### config.mk
export PLATFORM = sky130hd
export DESIGN_NAME = if_id_buffer
export DESIGN_NICKNAME = d
export VERILOG_FILES = /design/src/rtl/if_id_pkg.sv /design/src/rtl/if_id_entry_mem.sv /design/src/rtl/if_id_buffer.sv
export SDC_FILE = /design/constraint.sdc
export NUM_CORES = 1
export LEC_CHECK = 0
export BUFFER_PORTS_ARGS = -buffer_cell sky130_fd_sc_hd__clkbuf_2
export CORE_ASPECT_RATIO = 1.4
export CORE_MARGIN = 2
export CORE_UTILIZATION = 52
export CTS_CLUSTER_DIAMETER = 60
export DETAILED_ROUTE_END_ITERATION = 10
export PLACE_DENSITY = 0.76
export SLEW_MARGIN = 15
export SYNTH_ARGS = -nofsm -noshare
export SYNTH_HDL_FRONTEND = slang
export SYNTH_SLANG_ARGS = --single-unit
### constraint.sdc
create_clock -name clk_i -period 5.1 [get_ports clk_i]
set_clock_uncertainty 0.2 [all_clocks]
set_input_delay 0.51 -clock clk_i [delete_from_list [all_inputs] [get_ports clk_i]]
set_output_delay 0.51 -clock clk_i [all_outputs]
set_load 0.02 [all_outputs]
### src/rtl/if_id_pkg.sv
// ============================================================================
// Module   : if_id_pkg
// Brief    : Shared widths, NOP encoding and entry type for the IF/ID buffer.
// Revision : 1.0 - initial release
// ============================================================================
`default_nettype none

package if_id_pkg;

  localparam int PC_W    = 32;
  localparam int INSTR_W = 32;

  localparam logic [INSTR_W-1:0] NOP_INSTR = '0;

  typedef struct packed {
    logic [PC_W-1:0]    pc;
    logic [INSTR_W-1:0] instr;
  } if_id_entry_t;

endpackage

`default_nettype wire

### src/rtl/if_id_entry_mem.sv
// ============================================================================
// Module   : if_id_entry_mem
// Brief    : DEPTH-entry register array, one write port, asynchronous read.
// Revision : 1.0 - initial release
// ============================================================================
`default_nettype none

module if_id_entry_mem
  import if_id_pkg::*;
#(
  parameter int DEPTH = 2,
  localparam int AW   = $clog2(DEPTH)
) (
  input  logic          clk_i,
  input  logic          we_i,
  input  logic [AW-1:0] waddr_i,
  input  if_id_entry_t  wdata_i,
  input  logic [AW-1:0] raddr_i,
  output if_id_entry_t  rdata_o
);

  // Contents are not reset; validity is tracked by the owner's occupancy count.
  if_id_entry_t r_mem [DEPTH];

  always_ff @(posedge clk_i) begin
    if (we_i) begin
      r_mem[waddr_i] <= wdata_i;
    end
  end

  assign rdata_o = r_mem[raddr_i];

endmodule

`default_nettype wire

### src/rtl/if_id_buffer.sv
// ============================================================================
// Module   : if_id_buffer
// Brief    : FIFO instruction buffer between IF and ID with flush and NOP fill.
//            Optional IF_ID_BUF_PERF_EN adds bubble/full cycle counters.
// Revision : 1.0 - initial release
// ============================================================================
`default_nettype none

module if_id_buffer
  import if_id_pkg::*;
#(
  parameter int PC_W     = if_id_pkg::PC_W,
  parameter int INSTR_W  = if_id_pkg::INSTR_W,
  parameter int DEPTH    = 2,
  localparam int CNT_W   = $clog2(DEPTH + 1)
) (
  input  logic               clk_i,
  input  logic               rst_i,
  input  logic               start_i,
  input  logic               in_valid_i,
  output logic               in_ready_o,
  input  logic [PC_W-1:0]    pc_i,
  input  logic [INSTR_W-1:0] instr_i,
  output logic               out_valid_o,
  input  logic               out_ready_i,
  input  logic               stall_i,
  input  logic               flush_i,
  output logic [PC_W-1:0]    pc_o,
  output logic [INSTR_W-1:0] instr_o,
  output logic [CNT_W-1:0]   count_o
`ifdef IF_ID_BUF_PERF_EN
  ,
  output logic [31:0]        bubble_cnt_o,
  output logic [31:0]        full_cnt_o
`endif
);

  localparam int               c_ptr_w = $clog2(DEPTH);
  localparam logic [CNT_W-1:0] c_full  = CNT_W'(DEPTH);

  logic [c_ptr_w-1:0] r_wp;
  logic [c_ptr_w-1:0] r_rp;
  logic [CNT_W-1:0]   r_cnt;

  logic         w_push;
  logic         w_pop;
  logic         w_flush;
  logic         w_in_ready;
  logic         w_out_valid;
  if_id_entry_t w_wdata;
  if_id_entry_t w_rdata;

  // Ready depends on held occupancy only, so a full buffer refuses even while popping.
  assign w_in_ready  = (r_cnt != c_full);
  assign w_out_valid = (r_cnt != '0);
  assign w_flush     = start_i & flush_i;
  assign w_push      = start_i & in_valid_i & w_in_ready & ~flush_i;
  assign w_pop       = start_i & w_out_valid & out_ready_i & ~stall_i & ~flush_i;

  assign w_wdata.pc    = pc_i;
  assign w_wdata.instr = instr_i;

  if_id_entry_mem #(
    .DEPTH (DEPTH)
  ) u_mem (
    .clk_i   (clk_i),
    .we_i    (w_push),
    .waddr_i (r_wp),
    .wdata_i (w_wdata),
    .raddr_i (r_rp),
    .rdata_o (w_rdata)
  );

  always_ff @(posedge clk_i) begin
    if (rst_i) begin
      r_wp  <= '0;
      r_rp  <= '0;
      r_cnt <= '0;
    end else if (w_flush) begin
      r_wp  <= '0;
      r_rp  <= '0;
      r_cnt <= '0;
    end else begin
      if (w_push) begin
        r_wp <= r_wp + c_ptr_w'(1);
      end
      if (w_pop) begin
        r_rp <= r_rp + c_ptr_w'(1);
      end
      if (w_push && !w_pop) begin
        r_cnt <= r_cnt + CNT_W'(1);
      end else if (w_pop && !w_push) begin
        r_cnt <= r_cnt - CNT_W'(1);
      end
    end
  end

  assign in_ready_o  = w_in_ready;
  assign out_valid_o = w_out_valid;
  assign pc_o        = w_out_valid ? w_rdata.pc    : '0;
  assign instr_o     = w_out_valid ? w_rdata.instr : NOP_INSTR;
  assign count_o     = r_cnt;

`ifdef IF_ID_BUF_PERF_EN
  logic [31:0] r_bubble_cnt;
  logic [31:0] r_full_cnt;

  always_ff @(posedge clk_i) begin
    if (rst_i) begin
      r_bubble_cnt <= '0;
      r_full_cnt   <= '0;
    end else begin
      if (start_i && !w_out_valid && (r_bubble_cnt != '1)) begin
        r_bubble_cnt <= r_bubble_cnt + 32'd1;
      end
      if (start_i && in_valid_i && !w_in_ready && (r_full_cnt != '1)) begin
        r_full_cnt <= r_full_cnt + 32'd1;
      end
    end
  end

  assign bubble_cnt_o = r_bubble_cnt;
  assign full_cnt_o   = r_full_cnt;
`endif

endmodule

`default_nettype wire

# Word-level counts from Yosys, hierarchy flattened
# Memories as Yosys holds them, arrays and structs flattened. A register that Yosys moved wholly into a read port is not among the register bits.
# Cells that the tools add are included.
[word_totals]
register_bits = 4
ram_bits = 128
inputBits = 71
output_inout_bits = 68
wordCells = 34
mem_count = 1
[mem_list]
columns = ["memory", "words", "width", "rd", "rd_clocked_by_memory_dff", "write_ports", "line", "text"]
rows = [
  ["u_mem.r_mem", 2, 64, 1, 1, 1, "if_id_entry_mem.sv:23", "if_id_entry_t r_mem [DEPTH];"],
]
[op_classes]
n_addsub = 4
n_eq_ne = 1
n_mux = 8
n_bitwise = 10
n_reduce_logical = 7
[ops]
columns = ["operator", "n"]
rows = [
  ["2-to-1 mux 32 bit", 2],
  ["bitwise AND 1 bit", 8],
  ["2-to-1 mux 1 bit", 4],
  ["2-to-1 mux 2 bit", 2],
  ["nonzero test 2 bit", 2],
  ["adder 1 bit, second input constant", 2],
  ["adder 2 x 1 -> 2 bit, second input constant", 1],
  ["logical AND 1 bit", 2],
  ["zero test 1 bit", 2],
  ["!= test 2 bit, second input constant", 1],
  ["inverter 1 bit", 2],
  ["OR reduction 2 bit", 1],
  ["subtractor 2 x 1 -> 2 bit, second input constant", 1],
]

# Logic depth before layout (Yosys ltp)
# Gate-level depths: netlist of run 1.
[depth]
word_depth = 8
ltp_mapped = 7
mapped_depth_nobuf = 7

# Hierarchy
# A second synthesis of run 1 with hierarchy kept.
[unflattened]
hier_cells = 296
hier_area_um2 = 5634.2
[by_module_without_submodules]
columns = ["mod", "instances", "cells_per_inst", "area_each_um2", "seq_area_each_um2"]
rows = [
  ["if_id_entry_mem", 1, 201, 4933.5, 3843.7],
  ["if_id_buffer", 1, 95, 700.7, 80.1],
]

# Worst setup path before layout of run 1
# OpenSTA, ideal clock, no wires.
[synth_timing]
path_kind = "flip-flop to flip-flop"
start = "register r_cnt[0] (netlist: count_o[0])"
end = "memory u_mem.r_mem[0][0] in the netlist's numbering (enable)"
setup_ns = 0.494
arrival_time_ns = 3.935
required_ns = 4.406
slack_ns = 0.471
stages_incl_launch_ff = 4
path_cell_list = "dfxtp_1 > nand2b_1 > and4b_1 > nor2b_1"
[synth_via]
elab_chain_cells = 5
[synth_rtl]
columns = ["element", "line", "text"]
rows = [
  ["start, declared", "if_id_buffer.sv:43", "logic [CNT_W-1:0] r_cnt;"],
  ["start signal, assigned", "if_id_buffer.sv:91", "r_cnt <= r_cnt + CNT_W'(1);"],
  ["start signal, assigned", "if_id_buffer.sv:93", "r_cnt <= r_cnt - CNT_W'(1);"],
  ["!= test 2 bit", "if_id_buffer.sv:54", "assign w_in_ready = (r_cnt != c_full);"],
  ["via in_ready_o", "if_id_buffer.sv:21", "output logic in_ready_o,"],
  ["bitwise AND 1 bit (2 in series)", "if_id_buffer.sv:57", "assign w_push = start_i & in_valid_i & w_in_ready & ~flush_i;"],
  ["via u_mem.we_i", "if_id_entry_mem.sv:15", "input logic we_i,"],
  ["2-to-1 mux 1 bit", "if_id_entry_mem.sv:26", "if (we_i) begin"],
  ["2-to-1 mux 1 bit (not written as such)", "if_id_entry_mem.sv:27", "r_mem[waddr_i] <= wdata_i;"],
  ["end, declared", "if_id_entry_mem.sv:23", ""],
]
# The timed path passes the listed nets, and every way through them passes these cells.

==> results of run 1 <==
cells in the final DEF (no fill, tap or decap):
cell type	n
sky130_fd_sc_hd__inv_1	1
sky130_fd_sc_hd__or3_1	2
sky130_fd_sc_hd__and2_2	1
sky130_fd_sc_hd__clkbuf_8	4
sky130_fd_sc_hd__clkbuf_16	17
sky130_fd_sc_hd__clkbuf_2	138
sky130_fd_sc_hd__nor2_4	1
sky130_fd_sc_hd__dfxtp_4	1
sky130_fd_sc_hd__dfxtp_1	4
sky130_fd_sc_hd__buf_4	3
sky130_fd_sc_hd__edfxtp_1	128
sky130_fd_sc_hd__nor2b_4	1
sky130_fd_sc_hd__clkinv_2	4
sky130_fd_sc_hd__and4b_1	1
sky130_fd_sc_hd__nand4bb_1	1
sky130_fd_sc_hd__o21ai_0	2
sky130_fd_sc_hd__ha_1	1
sky130_fd_sc_hd__clkinvlp_4	1
sky130_fd_sc_hd__a21oi_1	4
sky130_fd_sc_hd__xor2_1	2
sky130_fd_sc_hd__nor2_1	65
sky130_fd_sc_hd__nand2_1	1
sky130_fd_sc_hd__a21o_1	1
sky130_fd_sc_hd__nand2b_1	3
sky130_fd_sc_hd__mux2i_1	65
sky130_fd_sc_hd__clkbuf_1	6
layer usage:
layer	vias up	routed length (microns)	GRT usage
met5	-	0	0
met4	0	266	0.1096
met3	15	529	0.05666
met2	105	5015	0.3059
met1	1404	3442	0.2031
li1	1401	-	-
flip-flops by register name (all words and copies together), names as in the netlist, named ones only:
register,flops
r_wp,1
u_mem.r_mem,128
count_o,2
r_rp,1
kinds of logic after synthesis:
logic type / count (synthesis)
DFF: 133
buffers and inverters: 15
adders and majority gates: 1
xor gates and xnor gates: 2
muxes: 65
and+or+nand+nor: 76
AOI/OAI and AO/OA: 7
worst max-delay path: cells and delay by family (launching register included):
kind	cells	cell delay [ns]
simple gates	1	0.18
flops	1	1.05
buf+inv	1	0.20
mux	1	0.20
cell type report:
type	count	area share
sequential	133	0.6184
timing repair buffer	141	0.1117
inverter	1	0.0005880
clock inverter	5	0.004312
clock buffer	27	0.07879
tap	110	0.02156
multi-input combinational	151	0.1646
power breakdown:
part	internal [uW]	leakage [uW]	switching, uW
Sequential	1220	0.00120	7.37
Combinational	52.0	0.000898	93.5
Clock	669	0.000261	400
Total	1940	0.00236	501
how the worst max path moves through the flow:
stage / to / slack [ns] / cells after the start
CTS: pc_o[28] / 2.24 / 3
floorplan: u_mem.r_mem[0][0]$_DFFE_PP_ / 0.47 / 3
finish: instr_o[27] / 2.28 / 3
global route: u_mem.r_mem[1][0]$_DFFE_PP_ / 2.13 / 4
detailed placement: u_mem.r_mem[1][6]$_DFFE_PP_ / 2.22 / 4
global placement: u_mem.r_mem[1][6]$_DFFE_PP_ / 2.29 / 4
metrics by stage:
| stage | hold slack [ns] | utilization | setup slack [ns] | instance area (sq um) |
|---|---|---|---|---|
| floorplan | 0.2514 | - | 0.4712 | 5070 |
| global placement | 0.2808 | 0.6188 | 2.289 | 5853 |
| detailed placement | 0.3192 | 0.6188 | 2.219 | 5853 |
| CTS | 0.07628 | 0.6749 | 2.242 | 6384 |
| global route | 0.08016 | 0.6749 | 2.125 | 6384 |
| finish | 0.08952 | 0.6749 | 2.281 | 6384 |
==> impl_results.html, run 1 <==
<table>
<tr><th>Metric</th><th>Value</th></tr>
<tr><th colspan="2">Synthesis</th></tr>
<tr><td>Most frequently used flop master after synthesis</td><td>sky130_fd_sc_hd__edfxtp_1</td></tr>
<tr><td>Largest cells by area after synthesis</td><td>sky130_fd_sc_hd__edfxtp_1, sky130_fd_sc_hd__mux2i_1, sky130_fd_sc_hd__nor2_1, sky130_fd_sc_hd__dfxtp_1, sky130_fd_sc_hd__buf_4</td></tr>
<tr><td>Proportion of synthesized chip area in sequential cells</td><td>0.7779</td></tr>
<tr><td>Largest family of logic cells by synthesized area</td><td>multiplexers</td></tr>
<tr><td>Synth Net Count</td><td>371</td></tr>
<tr><td>Post-synth EDFFs</td><td>approximately 130</td></tr>
<tr><td>Flip-flop and latch count after synthesis</td><td>roughly 130</td></tr>
<tr><td>Fraction of the mapped netlist area in adder cells</td><td>0.002468</td></tr>
<tr><td>Post-synth design cell area</td><td>5070 sq um</td></tr>
<tr><td>Most instantiated cells after synthesis</td><td>sky130_fd_sc_hd__edfxtp_1, sky130_fd_sc_hd__nor2_1, sky130_fd_sc_hd__mux2i_1</td></tr>
<tr><td>Multiplexer fraction of the synthesized cell area</td><td>0.1283</td></tr>
<tr><td>Dominant cell by count in the synthesized netlist</td><td>sky130_fd_sc_hd__edfxtp_1</td></tr>
<tr><td>Share of the synthesized netlist area taken by xor and xnor gates</td><td>0.003455</td></tr>
<tr><td>Yosys cell types</td><td>19</td></tr>
<tr><td>Syn avg cell area</td><td>16.96 sq um</td></tr>
<tr><td>Synth warnings</td><td>0</td></tr>
<tr><td>Number of instances in the synthesized netlist</td><td>299</td></tr>
<tr><td>Dominant cell type by area after synthesis</td><td>sky130_fd_sc_hd__edfxtp_1</td></tr>
<tr><td>Portion of synthesized cell area occupied by the leading cell type</td><td>0.7581</td></tr>
<tr><td>Area share of and/or/nand/nor cells after synthesis</td><td>0.06244</td></tr>
<tr><td>Compound-gate portion of the synthesized area</td><td>0.007404</td></tr>
<tr><td>Share of async-settable or async-resettable flops after synthesis</td><td>0</td></tr>
<tr><th colspan="2">Setup path</th></tr>
<tr><td>Required time of the worst setup path</td><td>4.39 ns</td></tr>
<tr><td>Origin of the critical flop-to-flop path</td><td>count_o[0]$_SDFFE_PP0P_</td></tr>
<tr><td>CP Max Fanout</td><td>64</td></tr>
<tr><td>FF-to-FF path depth</td><td>4</td></tr>
<tr><td>Startpoint kind of the worst setup timing path</td><td>register</td></tr>
<tr><td>Category of the critical setup timing path</td><td>register to output port</td></tr>
<tr><td>Signal arrival time at the worst endpoint</td><td>2.11 ns</td></tr>
<tr><td>Max incr delay on CP</td><td>1.05 ns</td></tr>
<tr><td>Library cell contributing the largest single delay on the critical path</td><td>sky130_fd_sc_hd__dfxtp_4</td></tr>
<tr><td>Register-to-register setup slack</td><td>2.30 ns</td></tr>
<tr><td>Sort of element at the end of the critical path</td><td>output port</td></tr>
<tr><td>Critical path cell sequence</td><td>mux2i_1 &gt; nor2_1 &gt; clkbuf_2</td></tr>
<tr><td>End of the worst register-to-register path</td><td>u_mem.r_mem[1][1]$_DFFE_PP_</td></tr>
<tr><th colspan="2">Clock network</th></tr>
<tr><td>Max H-tree Level</td><td>4</td></tr>
<tr><td>CTS tree</td><td>yes</td></tr>
<tr><td>Quantity of gates resized following cts</td><td>0</td></tr>
<tr><td>Count of buffers added by post-CTS timing repair for setup</td><td>0</td></tr>
<tr><td>Root Driver</td><td>sky130_fd_sc_hd__clkbuf_16</td></tr>
<tr><td>Number of clock sinks</td><td>133</td></tr>
<tr><td>Clock latency on the worst-skew pair</td><td>0.41 ns</td></tr>
<tr><td>Number of CTS-inserted buffers</td><td>17</td></tr>
<tr><td>Hold-fix buffers, CTS</td><td>0</td></tr>
<tr><td>Post-CTS clock slew at the launch and capture registers of the worst setup and hold paths</td><td>about 0.050 ns</td></tr>
<tr><td>Buffers from clock root to sink, at most</td><td>2</td></tr>
<tr><th colspan="2">Finish</th></tr>
<tr><td>Ratio of cells with drive above 1 in the final layout</td><td>0.3734</td></tr>
<tr><td>Number of filler cells placed in the layout</td><td>680</td></tr>
<tr><td>Final layout net count</td><td>between 500 and 600</td></tr>
<tr><td>Reg area</td><td>3948 sq um</td></tr>
<tr><td>Finished Layout Cells</td><td>568</td></tr>
<tr><td>Layout overhead on the synthesized area</td><td>25.91%</td></tr>
<tr><td>Count of antenna diodes in the layout</td><td>0</td></tr>
<tr><td>Total area of multi-input combinational cells</td><td>1051 sq um</td></tr>
<tr><th colspan="2">Min path</th></tr>
<tr><td>Worst min-delay path startpoint</td><td>pc_i[22]</td></tr>
<tr><td>Hold Path Cell Cnt</td><td>1</td></tr>
<tr><td>Hold path endpoint</td><td>u_mem.r_mem[0][54]$_DFFE_PP_</td></tr>
<tr><td>Path class of the lowest-slack min-delay path</td><td>input port to register</td></tr>
<tr><th colspan="2">Drt</th></tr>
<tr><td>Ratio of routed vias to standard cells</td><td>between 5 and 6</td></tr>
<tr><td>Number of vias after detailed routing</td><td>2925</td></tr>
<tr><td>Average wire length per cell after detail routing</td><td>~16 microns</td></tr>
<tr><td>Pre-antenna DRT Iters</td><td>4</td></tr>
<tr><td>Starting DRC count in detailed routing</td><td>between 150 and 200</td></tr>
<tr><td>Post-DRT Antenna Nets</td><td>0</td></tr>
<tr><td>Remaining routing DRC violations</td><td>0</td></tr>
<tr><td>WL final</td><td>9.253 mm</td></tr>
<tr><th colspan="2">Placement</th></tr>
<tr><td>GP Congestion</td><td>0.7523</td></tr>
<tr><td>Placed Cells</td><td>536</td></tr>
<tr><td>Detailed placement HPWL</td><td>a little under 6 mm</td></tr>
<tr><td># port buffers</td><td>138</td></tr>
<tr><th colspan="2">STA</th></tr>
<tr><td>Time the worst path needs with I/O delays and setup</td><td>2.819 ns</td></tr>
<tr><td>Hold Vio Cnt, Final</td><td>0</td></tr>
<tr><td>Setup repair after global routing missed its margin</td><td>no</td></tr>
<tr><td>Final clock period utilization by the worst path</td><td>0.5527</td></tr>
<tr><td>Count of pins over their slew limit</td><td>0</td></tr>
<tr><td>Setup-failing EPs final</td><td>0</td></tr>
<tr><td>Worst slew pin tran</td><td>1.115 ns</td></tr>
<tr><td>Final total negative setup slack</td><td>0 ns</td></tr>
<tr><td>Relative slew slack</td><td>0.2564</td></tr>
<tr><td>Maximum clock rate</td><td>354.8 MHz</td></tr>
<tr><th colspan="2">Die</th></tr>
<tr><td>Die Span Y</td><td>120.8 microns</td></tr>
<tr><td>Top-level I/O count</td><td>139</td></tr>
<tr><td>Area of the core region</td><td>around 9500 sq um</td></tr>
<tr><td>DIE WIDTH</td><td>around 90 microns</td></tr>
<tr><td>Area of the die</td><td>10570 sq um</td></tr>
<tr><td>Initial core utilization</td><td>0.5360</td></tr>
<tr><td>Num rows</td><td>between 40 and 50</td></tr>
<tr><th colspan="2">Power</th></tr>
<tr><td>Cell leakage power</td><td>approximately 0.0024 uW</td></tr>
<tr><td>Power density relative to cell area</td><td>382.6 nW/um^2</td></tr>
<tr><td>Worst voltage drop across the vdd grid</td><td>300.9 uV</td></tr>
<tr><td>Pwr Total</td><td>2443 uW</td></tr>
<tr><th colspan="2">GRT</th></tr>
<tr><td>Number of antenna violations at the first check in global routing</td><td>0</td></tr>
<tr><td>Wire length of the first global-routing pass</td><td>13.93 mm</td></tr>
<tr><td>Total grt overflow</td><td>0</td></tr>
<tr><td>Maximum number of pins on one net before global-route repair</td><td>68</td></tr>
<tr><td>Via count of the first global-routing pass</td><td>2868</td></tr>
<tr><td>Combined global-route utilization of all metal layers</td><td>0.1838</td></tr>
<tr><th colspan="2">Job</th></tr>
<tr><td>Max capacitance violation total</td><td>0</td></tr>
<tr><th colspan="2">Status</th></tr>
<tr><td>Status</td><td>completed</td></tr>
</table>
Power figures use the tool's default switching activity.
==> run 2, diff against run 1 <==
Settings changed: CORE_UTILIZATION 52 to 47, PLACE_DENSITY 0.76 to 0.73.
Clock period 5.1 ns to 2.4 ns, I/O delays scaled along.
==> run 2 against run 1 <==
Critical path depth rose by 4. Critical endpoint is now r_wp$_SDFFE_PP0P_. Clock power rose by 150%. Sequential cell count did not move. Sequential power rose by 110%. Highest routed layer unchanged. Cell count rose by 17%. Design area rose by 14%. Wire length rose by 11%. Global-route usage fell by 0.22 points. Via count rose by 8.4%.
==> impl_results.html, run 2 (synthesis results as in run 1) <==
<table>
<tr><th>Metric</th><th>Value</th></tr>
<tr><th colspan="2">Status</th></tr>
<tr><td>Status</td><td>completed (unchanged)</td></tr>
<tr><th colspan="2">Power</th></tr>
<tr><td>Switching component of the power</td><td>1108 uW (was 500.8 uW)</td></tr>
<tr><td>Internal Power</td><td>4567 uW (was 1942 uW)</td></tr>
<tr><td>Seq pwr share</td><td>0.459 (was 0.503)</td></tr>
<tr><td>Worst voltage drop across the vdd grid</td><td>496.5 uV (was 300.9 uV)</td></tr>
<tr><td>Power density relative to cell area</td><td>782.1 nW/um^2 (was 382.6 nW/um^2)</td></tr>
<tr><td>Cell leakage power</td><td>0.002714 uW (was 0.002363 uW)</td></tr>
<tr><td>Switch share</td><td>0.1953 (was 0.2050)</td></tr>
<tr><td>Combinational share of power</td><td>0.072 (was 0.060)</td></tr>
<tr><td>Clock network fraction of total power</td><td>0.468 (was 0.437)</td></tr>
<tr><th colspan="2">Drt</th></tr>
<tr><td>Starting DRC count in detailed routing</td><td>217 (was 168)</td></tr>
<tr><td>Post-DRT Antenna Nets</td><td>0 (unchanged)</td></tr>
<tr><td>Pre-antenna DRT Iters</td><td>4 (unchanged)</td></tr>
<tr><td>Average wire length per cell after detail routing</td><td>15.43 microns (was 16.29 microns)</td></tr>
<tr><td>Remaining routing DRC violations</td><td>0 (unchanged)</td></tr>
<tr><td>Ratio of routed vias to standard cells</td><td>4.756 (was 5.150)</td></tr>
<tr><td>WL final</td><td>10.29 mm (was 9.253 mm)</td></tr>
<tr><td>Number of vias after detailed routing</td><td>3172 (was 2925)</td></tr>
<tr><th colspan="2">Setup path</th></tr>
<tr><td>Worst Path Buf+Inv</td><td>4 (was 1)</td></tr>
<tr><td>Signal arrival time at the worst endpoint</td><td>2.34 ns (was 2.11 ns)</td></tr>
<tr><td>Required time of the worst setup path</td><td>2.54 ns (was 4.39 ns)</td></tr>
<tr><td>Cell repeated most along the worst path</td><td>sky130_fd_sc_hd__dlygate4sd3_1</td></tr>
<tr><td>CP Max Fanout</td><td>2 (was 64)</td></tr>
<tr><td>Sort of element at the end of the critical path</td><td>register (was output port)</td></tr>
<tr><td>Library cell contributing the largest single delay on the critical path</td><td>sky130_fd_sc_hd__dlygate4sd3_1 (was sky130_fd_sc_hd__dfxtp_4)</td></tr>
<tr><td>Category of the critical setup timing path</td><td>input port to register (was register to output port)</td></tr>
<tr><td>Startpoint kind of the worst setup timing path</td><td>input port (was register)</td></tr>
<tr><td>Critical path cell sequence</td><td>dlygate4sd3_1 &gt; clkbuf_2 &gt; a21oi_1 &gt; dlygate4sd3_1 &gt; nand2_1 &gt; mux2i_1 &gt; dlygate4sd3_1 (was mux2i_1 &gt; nor2_1 &gt; clkbuf_2)</td></tr>
<tr><td>Max incr delay on CP</td><td>0.57 ns (was 1.05 ns)</td></tr>
<tr><td>Top delay family on crit path</td><td>buffers and inverters (was flip-flops)</td></tr>
<tr><th colspan="2">Finish</th></tr>
<tr><td>Most common library cell in the layout ignoring fill and taps</td><td>sky130_fd_sc_hd__clkbuf_2 (unchanged)</td></tr>
<tr><td>Final layout net count</td><td>588 (was 517)</td></tr>
<tr><td>Finished layout cell area</td><td>7257 sq um (was 6384 sq um)</td></tr>
<tr><td>Count of antenna diodes in the layout</td><td>0 (unchanged)</td></tr>
<tr><td>Largest reg by FF count</td><td>u_mem.r_mem (unchanged)</td></tr>
<tr><td>Layout overhead on the synthesized area</td><td>43.14% (was 25.91%)</td></tr>
<tr><td>Number of filler cells placed in the layout</td><td>700 (was 680)</td></tr>
<tr><td>Number of flip-flops in the largest register</td><td>128 (unchanged)</td></tr>
<tr><td>Commonest non-fill, non-tap cells in the layout</td><td>sky130_fd_sc_hd__clkbuf_2, sky130_fd_sc_hd__edfxtp_1, sky130_fd_sc_hd__dlygate4sd3_1, sky130_fd_sc_hd__mux2i_1, sky130_fd_sc_hd__nor2_1 (was sky130_fd_sc_hd__clkbuf_2, sky130_fd_sc_hd__edfxtp_1, sky130_fd_sc_hd__mux2i_1, sky130_fd_sc_hd__nor2_1, sky130_fd_sc_hd__clkbuf_16)</td></tr>
<tr><td>Ratio of cells with drive above 1 in the final layout</td><td>0.3384 (was 0.3734)</td></tr>
<tr><th colspan="2">GRT</th></tr>
<tr><td>Via count of the first global-routing pass</td><td>3251 (was 2868)</td></tr>
<tr><td>Total grt overflow</td><td>0 (unchanged)</td></tr>
<tr><td>Combined global-route utilization of all metal layers</td><td>0.1816 (was 0.1838)</td></tr>
<tr><td>Maximum number of pins on one net before global-route repair</td><td>65 (was 68)</td></tr>
<tr><td>Number of antenna violations at the first check in global routing</td><td>0 (unchanged)</td></tr>
<tr><td>Wire length of the first global-routing pass</td><td>15.88 mm (was 13.93 mm)</td></tr>
<tr><th colspan="2">Die</th></tr>
<tr><td>Num rows</td><td>44 (was 42)</td></tr>
<tr><td>DIE WIDTH</td><td>91.78 microns (was 87.45 microns)</td></tr>
<tr><td>Initial core utilization</td><td>0.4847 (was 0.5360)</td></tr>
<tr><td>Top-level I/O count</td><td>139 (unchanged)</td></tr>
<tr><td>Area of the die</td><td>11650 sq um (was 10570 sq um)</td></tr>
<tr><td>Area of the core region</td><td>10460 sq um (was 9459 sq um)</td></tr>
<tr><td>Die Span Y</td><td>126.9 microns (was 120.8 microns)</td></tr>
<tr><th colspan="2">Placement</th></tr>
<tr><td>Standard cell area after detailed placement</td><td>5968 sq um (was 5853 sq um)</td></tr>
<tr><td>Detailed placement HPWL</td><td>6.079 mm (was 5.908 mm)</td></tr>
<tr><td>GP Congestion</td><td>0.7422 (was 0.7523)</td></tr>
<tr><td># port buffers</td><td>138 (unchanged)</td></tr>
<tr><th colspan="2">Clock network</th></tr>
<tr><td>Max H-tree Level</td><td>4 (unchanged)</td></tr>
<tr><td>Number of clock sinks</td><td>133 (unchanged)</td></tr>
<tr><td>Root Driver</td><td>sky130_fd_sc_hd__clkbuf_16 (unchanged)</td></tr>
<tr><td>CTS tree</td><td>yes (unchanged)</td></tr>
<tr><td>Post-CTS clock slew at the launch and capture registers of the worst setup and hold paths</td><td>0.06 ns (was 0.05 ns)</td></tr>
<tr><td>Clock latency on the worst-skew pair</td><td>0.40 ns (was 0.41 ns)</td></tr>
<tr><td>Buffers from clock root to sink, at most</td><td>2 (unchanged)</td></tr>
<tr><td>Hold-fix buffers, CTS</td><td>67 (was 0)</td></tr>
<tr><td>Count of buffers added by post-CTS timing repair for setup</td><td>0 (unchanged)</td></tr>
<tr><td>Number of CTS-inserted buffers</td><td>17 (unchanged)</td></tr>
<tr><td>Quantity of gates resized following cts</td><td>0 (unchanged)</td></tr>
<tr><th colspan="2">STA</th></tr>
<tr><td>Setup-failing EPs final</td><td>0 (unchanged)</td></tr>
<tr><td>Setup repair after global routing missed its margin</td><td>no (unchanged)</td></tr>
<tr><td>Maximum clock rate</td><td>455.0 MHz</td></tr>
<tr><td>Worst slew pin tran</td><td>0.4774 ns (was 1.115 ns)</td></tr>
<tr><td>Final total negative setup slack</td><td>0 ns (unchanged)</td></tr>
<tr><td>Count of pins over their slew limit</td><td>0 (unchanged)</td></tr>
<tr><td>Time the worst path needs with I/O delays and setup</td><td>2.198 ns</td></tr>
<tr><td>Final clock period utilization by the worst path</td><td>0.9157</td></tr>
<tr><td>Relative slew slack</td><td>0.6818 (was 0.2564)</td></tr>
<tr><td>Hold Vio Cnt, Final</td><td>0 (unchanged)</td></tr>
<tr><th colspan="2">Min path</th></tr>
<tr><td>Path class of the lowest-slack min-delay path</td><td>input port to register (unchanged)</td></tr>
<tr><th colspan="2">Job</th></tr>
<tr><td>Max capacitance violation total</td><td>0 (unchanged)</td></tr>
</table>
==> run 2: cell types whose count changed in the layout (fill, tap and decap cells not counted), sizes merged <==
cell / before / now
clkbuf: 165 / 161
clkinv: 4 / 3
dlygate4sd3: 0 / 67
clkinvlp: 1 / 2
buf: 3 / 7
bufinv: 0 / 4
==> run 2: metrics by stage <==
stage	utilization	std cells	total power, uW	hold slack, ns	setup WS (ns)
global route	0.6938	667	5858	0.06001	0.1298
global placement	0.5706	568	2965	0.2318	0.4785
CTS	0.6938	667	5727	0.01927	0.2372
finish	0.6938	667	5676	0.03404	0.2024
floorplan	-	299	2821	0.1389	-0.06039
detailed placement	0.5706	568	2977	0.2347	0.4119
==> run 2: area by class of cell <==
| class | count | area (sq um) | area share |
|---|---|---|---|
| flip-flops and latches | 133 | 3951 | 0.5445 |
| clock buffers | 23 | 467.9 | 0.06448 |
| inverters | 1 | 3.754 | 0.0005172 |
| repair buffers | 212 | 1451 | 0.2000 |
| clock inverters | 9 | 150.1 | 0.02069 |
| multi-input cells | 151 | 1060 | 0.1460 |
| well taps | 138 | 172.7 | 0.02379 |
==> run 2: final timing paths <==
| check | to | slack (ns) | depth (start not counted) | start |
|---|---|---|---|---|
| setup / recovery | r_wp$_SDFFE_PP0P_ | 0.20 | 7 | rst_i |
| hold / removal | register | 0.03 | 3 | start_i |
| setup reg to reg | u_mem.r_mem[1][54]$_DFFE_PP_ | 0.44 | 4 | count_o[0]$_SDFFE_PP0P_ |
| hold reg to reg | register | 0.32 | 2 | r_rp$_SDFFE_PP0P_ |
==> run 2: tightest hold or removal path: stages <==
cell and delay [ns]:
sky130_fd_sc_hd__clkbuf_2 0.11, sky130_fd_sc_hd__a21o_1 0.18, sky130_fd_sc_hd__a21oi_1 0.06
==> run 2: per-layer routing <==
layer  global-route usage  vias up  part of all wire
met3              0.03682       20             0.036
met5                    0        -                 0
li1                     -     1545                 -
met1               0.2040     1514              0.39
met2               0.3205       93              0.55
met4               0.1018        0             0.026
==> run 2: power by group through the flow <==
stage | Clock (uW) | Sequential [uW] | Combinational (uW)
final | 2660 | 2610 | 410
after global routing | 2810 | 2610 | 443
after CTS | 2710 | 2610 | 411
after detailed placement | 0 | 2650 | 323
after global placement | 0 | 2650 | 315
after floorplan | 0 | 2650 | 167
